`src/rtl/parking_pkg.sv`:
```
// Shared types, default widths and saturating arithmetic for the parking timer.
// Pure declarations only: no logic, no latency, no backpressure.
package parking_pkg;

  localparam int DEF_NUM_SLOTS = 4;
  localparam int DEF_TIME_W    = 16;
  localparam int DEF_RATE      = 2;
  localparam int DEF_FEE_W     = 20;

  typedef enum logic {IDLE, HOLD} fee_state_t;

  // Product of a and b, clamped to the largest value representable in w bits (w <= 32).
  function automatic logic [31:0] sat_mul(input logic [31:0] a, input logic [31:0] b, input int w);
    logic [63:0] prod;
    logic [63:0] lim;
    prod = {32'd0, a} * {32'd0, b};
    lim  = (64'd1 << w) - 64'd1;
    return (prod > lim) ? lim[31:0] : prod[31:0];
  endfunction

endpackage

```
`src/rtl/tick_edge_detect.sv`:
```
// Rising-edge detector on the same-domain divided clock; tick is combinational from the
// current sample and the registered previous sample. No backpressure.
module tick_edge_detect (
  input  logic clk_in,
  input  logic RST,
  input  logic tick_src,
  output logic tick
);

  logic r_tick_src_q;

  always_ff @(posedge clk_in) begin
    if (RST) r_tick_src_q <= 1'b0;
    else     r_tick_src_q <= tick_src;
  end

  assign tick = tick_src & ~r_tick_src_q;

endmodule

```
`src/rtl/parking_timer.sv`:
```
// Per-slot elapsed-time tracking with a one-deep fee record (1-cycle exit-to-fee latency);
// exits stall while an unaccepted record is held. PARKING_MIN_FEE_EN bills at least one unit.
module parking_timer
  import parking_pkg::*;
#(
  parameter int NUM_SLOTS = DEF_NUM_SLOTS,
  parameter int TIME_W    = DEF_TIME_W,
  parameter int RATE      = DEF_RATE,
  parameter int FEE_W     = DEF_FEE_W,
  parameter int SLOT_W    = $clog2(NUM_SLOTS)
) (
  input  logic                 clk_in,
  input  logic                 RST,
  input  logic                 tick_src,
  input  logic                 enter_valid,
  input  logic [SLOT_W-1:0]    enter_slot,
  input  logic                 exit_valid,
  input  logic [SLOT_W-1:0]    exit_slot,
  output logic                 exit_ready,
  output logic [NUM_SLOTS-1:0] occupied,
  output logic                 fee_valid,
  input  logic                 fee_ready,
  output logic [FEE_W-1:0]     fee_data,
  output logic [SLOT_W-1:0]    fee_slot,
  output logic                 err
);

  logic                 w_tick;
  logic [NUM_SLOTS-1:0] r_occ;
  logic [TIME_W-1:0]    r_cnt [NUM_SLOTS];
  fee_state_t           r_state;
  fee_state_t           w_state_nxt;
  logic [FEE_W-1:0]     r_fee_data;
  logic [SLOT_W-1:0]    r_fee_slot;
  logic                 r_err;
  logic                 w_exit_acc;
  logic                 w_exit_legal;
  logic                 w_exit_bad;
  logic                 w_enter_ok;
  logic                 w_enter_bad;
  logic [TIME_W-1:0]    w_units;
  logic [FEE_W-1:0]     w_fee;

  tick_edge_detect u_tick_edge_detect (
    .clk_in   (clk_in),
    .RST      (RST),
    .tick_src (tick_src),
    .tick     (w_tick)
  );

  assign fee_valid    = (r_state == HOLD);
  assign exit_ready   = ~fee_valid | fee_ready;
  assign w_exit_acc   = exit_valid & exit_ready;
  assign w_exit_legal = w_exit_acc & r_occ[exit_slot];
  assign w_exit_bad   = w_exit_acc & ~r_occ[exit_slot];
  // Occupancy is judged at the start of the cycle, so a same-slot exit does not free it for this enter.
  assign w_enter_ok   = enter_valid & ~r_occ[enter_slot];
  assign w_enter_bad  = enter_valid & r_occ[enter_slot];

  always_comb begin
    w_units = r_cnt[exit_slot];
`ifdef PARKING_MIN_FEE_EN
    if (w_units == '0) w_units = TIME_W'(1);
`endif
  end

  assign w_fee = FEE_W'(sat_mul(32'(w_units), 32'(RATE), FEE_W));

  always_ff @(posedge clk_in) begin
    if (RST) begin
      r_occ      <= '0;
      r_fee_data <= '0;
      r_fee_slot <= '0;
      r_err      <= 1'b0;
      for (int i = 0; i < NUM_SLOTS; i++) r_cnt[i] <= '0;
    end else begin
      r_err <= w_enter_bad | w_exit_bad;
      for (int i = 0; i < NUM_SLOTS; i++) begin
        if (w_enter_ok && (enter_slot == SLOT_W'(i))) begin
          r_occ[i] <= 1'b1;
          r_cnt[i] <= '0;
        end else begin
          if (w_exit_legal && (exit_slot == SLOT_W'(i))) r_occ[i] <= 1'b0;
          if (w_tick && r_occ[i] && (r_cnt[i] != '1)) r_cnt[i] <= r_cnt[i] + TIME_W'(1);
        end
      end
      if (w_exit_legal) begin
        r_fee_data <= w_fee;
        r_fee_slot <= exit_slot;
      end
    end
  end

  always_ff @(posedge clk_in) begin
    if (RST) r_state <= IDLE;
    else     r_state <= w_state_nxt;
  end

  always_comb begin
    w_state_nxt = r_state;
    case (r_state)
      IDLE:    if (w_exit_legal) w_state_nxt = HOLD;
      HOLD:    if (fee_ready && !w_exit_legal) w_state_nxt = IDLE;
      default: w_state_nxt = IDLE;
    endcase
  end

  assign occupied = r_occ;
  assign fee_data = r_fee_data;
  assign fee_slot = r_fee_slot;
  assign err      = r_err;

endmodule

```
`config.mk`:
```
export PLATFORM = sky130hd
export DESIGN_NAME = parking_timer
export DESIGN_NICKNAME = d
export VERILOG_FILES = /design/src/rtl/parking_pkg.sv /design/src/rtl/tick_edge_detect.sv /design/src/rtl/parking_timer.sv
export SDC_FILE = /design/constraint.sdc
export NUM_CORES = 1
export LEC_CHECK = 0
export ABC_CLOCK_PERIOD_IN_PS = 2800
export CAP_MARGIN = 20
export CORE_MARGIN = 2
export CORE_UTILIZATION = 45
export CTS_CLUSTER_DIAMETER = 30
export DETAILED_ROUTE_END_ITERATION = 12
export HOLD_SLACK_MARGIN = 0.15
export MAX_ROUTING_LAYER = met4
export SETUP_SLACK_MARGIN = 0.05
export SYNTH_ARGS = -nofsm -noshare
export SYNTH_HDL_FRONTEND = slang
export SYNTH_SLANG_ARGS = --single-unit
```
`constraint.sdc`:
```
create_clock -name clk_in -period 2.8 [get_ports clk_in]
set_clock_uncertainty 0.15 [all_clocks]
set_input_delay 0.28 -clock clk_in [delete_from_list [all_inputs] [get_ports clk_in]]
set_output_delay 0.28 -clock clk_in [all_outputs]
set_load 0.02 [all_outputs]
```
==> metrics.txt, run 1 <==
run status complete, no violations; Yosys top cell area share 0.3989; worst reg2reg setup slack 420 ps; post-layout minimum cycle time 2381 ps; number of rows created at floorplan 37; cell count after synthesis between 400 and 500; DRC violations left 0; Diodes inserted 0; summed area of non-filler cells in the final layout roughly 5500 sq um; Worst Path Class, Setup reg2reg; mean instance size in the synthesized netlist 10.38 sq um; via-per-instance ratio 5.653; total global routing overflow 0; endpoint type of the worst setup path register; CTS clk-pin slew, worst paths approximately 80 ps; FILL cells 944; sequential element share of the synthesized area 0.5027; total track usage 0.2243; Max-Slew Margin vs Limit 0.4580; top-level port count 39; vias in the first global route 3397; switching power 0.0006747 W; Hold-fix buffers, CTS 0; hpwl dp 8.762 mm; internal power contribution 0.002097 W; post-detailed-route count of antenna-violating nets 0; number of search-and-repair iterations in the first detailed-routing pass 4; fraction of layout instances using a drive strength above 1 0.09430; Seq pwr share 0.565; multi-input gate area in the final layout ~2300 sq um; RSZ-0062 raised after global routing no; Post-synth EDFFs 64; Clock Root Buffer clkbuf_8; Critical Path Start Type register; clock latency of the later-clocked register in the worst-skew pair 370 ps; distinct cell type count after synthesis 41; post-synth top area cell edfxtp_1; area enclosed by the die boundary 11550 sq um; clock share of power 0.340; post-synthesis register bit count around 90; number of buffers created by CTS 9; ratio of total power to cell area 499.8 nW/um^2; critical path peak fanout 16; Port Buf Inserts 34; via count 3646; routed wire length 11.72 mm; total count of max-transition violations in the final report 0; Logic pwr share 0.094; final setup violation count 0; post-route fraction of the period consumed by the critical path 0.8504; leakage dissipation 1.809 nW; length in cells of the worst reg-to-reg path 4; WP data required 2650 ps; area taken by flip-flops and latches 2422 sq um; chip height approximately 110 um; proportion of total power due to net switching 0.2434; Floorplan Core Area approximately 10000 sq um; Synth warnings 0; Worst Hold Depth 2; last weighted congestion value of the routability-driven placer about 0.88; achievable clock frequency 0.4200 GHz; leading register cell type out of synthesis edfxtp_1; count of nets after finishing 518; arrival time worst endpoint 2230 ps; width of the die 107.5 um; type of the worst min-delay path reg2reg; clock tree from TritonCTS done; worst IR drop on VDD 0.2943 mV; startpoint of the worst register-to-register path r_cnt[1][6]; end of the worst register-to-register path r_cnt[1][5]; number of gates resized after cts 0; H-tree levels 3; antenna violations before repair 0; cells taking the most area after synthesis edfxtp_1, dfxtp_1, mux4_2, nor2_1, xnor2_1; Max Cap Viol 0; routed length per instance 18.17 um; post-synthesis cell area ~4800 sq um; cell area after placement 5343 sq um; endpoint of the worst hold path fee_data[4]; buffers from clock root to sink, at most 2; starting utilization of the core area 0.4646; Final Hold Viols 0; startpoint of the lowest-slack hold path fee_data[4]; FFs w/ async S/R, synth 0; global-route wire length before repair 18.78 mm; final sum of negative setup slack 0 ps; number of DRC violations after detailed-routing iteration 0 187; setup fix buffers added after clock tree synthesis 0; number of clock sinks 89; transition time at the pin with the least slew margin 813.0 ps; Area Growth Syn to Fin 15.11%; largest net degree at the start of global routing 30
==> cells in the mapped netlist (3+ instances only) <==
| cell | n |
|---|---|
| nor2_1 | 71 |
| edfxtp_1 | 64 |
| nand2_1 | 58 |
| a21oi_1 | 27 |
| xnor2_1 | 27 |
| dfxtp_1 | 25 |
| nand3_1 | 25 |
| xor2_1 | 25 |
| nand4_1 | 18 |
| mux4_2 | 17 |
| nor4_1 | 12 |
| inv_1 | 11 |
| clkbuf_1 | 10 |
| and3_1 | 8 |
| nor3_1 | 8 |
| buf_2 | 7 |
| and4_1 | 5 |
| o21ai_0 | 5 |
| a41o_1 | 4 |
| buf_4 | 4 |
| ha_1 | 4 |
| nor2b_1 | 3 |
| or3_1 | 3 |
==> how the worst max path moves through the flow <==
stage                     slack [ps]           to  cells after the start          start
after floorplan                  520  r_cnt[2][0]                      5    r_cnt[2][2]
after global placement           430  r_cnt[1][4]                      4  enter_slot[0]
after detailed placement         410  r_cnt[1][4]                      4    r_cnt[1][6]
after CTS                        390  r_cnt[1][4]                      4    r_cnt[1][6]
after global routing             300  r_cnt[1][5]                      4    r_cnt[1][6]
final                            420  r_cnt[1][5]                      4    r_cnt[1][6]
==> placed cells by master, fill, tap and decap left out, types with 15 or more instances in the layout <==
cell type / n
nand2_1: 58
buf_4: 15
nand3_1: 25
edfxtp_1: 64
dfxtp_1: 25
xnor2_1: 27
nand4_1: 18
clkdlybuf4s50_1: 34
xor2_1: 25
nor2_1: 71
mux4_2: 17
a21oi_1: 27
==> cell families after synthesis <==
kind of cell | share of synthesized area
AND/OR/NAND/NOR | 0.2233
flip-flops | 0.5027
XOR/XNOR | 0.09452
AO/OA/AOI/OAI | 0.04960
buffers and inverters | 0.03142
multiplexers | 0.08725
adder cells (fa/ha/maj) | 0.01039
other | 0.0007783
==> cell type report <==
cell class | instances | share of cell area
timing repair buffer | 49 | 0.08166
clock inverter | 4 | 0.01241
inverter | 11 | 0.007444
multi-input combinational | 344 | 0.4067
clock buffer | 12 | 0.02436
tap | 136 | 0.03068
sequential | 89 | 0.4367
==> critical path, cell delays in order (launching register included) <==
cell and delay, ps:
edfxtp_1 480, and4_1 290, and3_1 260, nand4_1 120, a311o_1 710
==> through the flow <==
stage / hold slack, ps / worst slack (ps) / std cells / utilization / total power (W)
after global placement: 295.9 / 428.6 / 629 / 0.5152 / 0.001852
final: 306.9 / 419.0 / 645 / 0.5349 / 0.002772
after global routing: 320.8 / 302.6 / 645 / 0.5349 / 0.002887
after detailed placement: 299.4 / 408.4 / 629 / 0.5152 / 0.001856
after floorplan: 258.2 / 521.0 / 467 / - / 0.001740
after CTS: 310.7 / 387.9 / 645 / 0.5349 / 0.002802
==> state kept, by name, summed over array words and instances (netlist names) <==
name,cells
fee_slot,2
r_cnt,64
occupied,4
err,1
fee_data,16
fee_valid,1
u_tick_edge_detect.r_tick_src_q,1
==> power groups by stage <==
stage                     logic (W)  clock network, W  registers [W]
after detailed placement   0.000262                 0        0.00159
after CTS                  0.000263          0.000975        0.00156
after global placement     0.000261                 0        0.00159
after floorplan            0.000170                 0        0.00157
final                      0.000262          0.000944        0.00157
after global routing       0.000287           0.00102        0.00158
==> metal layers <==
layer  vias to the layer above  GRT usage  routed length (um)
li1                       1761          -                   -
met1                      1772     0.3118                5389
met2                        97     0.3210                5287
met3                        16    0.05448                 844
met4                         0    0.08150                 200
met5                         -          -                   0
Power figures use the tool's default switching activity.
==> run 2, diff against run 1 <==
--- a/config.mk
+++ b/config.mk
@@ -13,7 +13,7 @@
 export DETAILED_ROUTE_END_ITERATION = 12
 export HOLD_SLACK_MARGIN = 0.15
 export MAX_ROUTING_LAYER = met4
-export SETUP_SLACK_MARGIN = 0.05
+export SETUP_SLACK_MARGIN = 0.1
 export SYNTH_ARGS = -nofsm -noshare
 export SYNTH_HDL_FRONTEND = slang
 export SYNTH_SLANG_ARGS = --single-unit
==> results of run 2 <==
No change in the layout: final DEF, timing and power equal those of run 1.
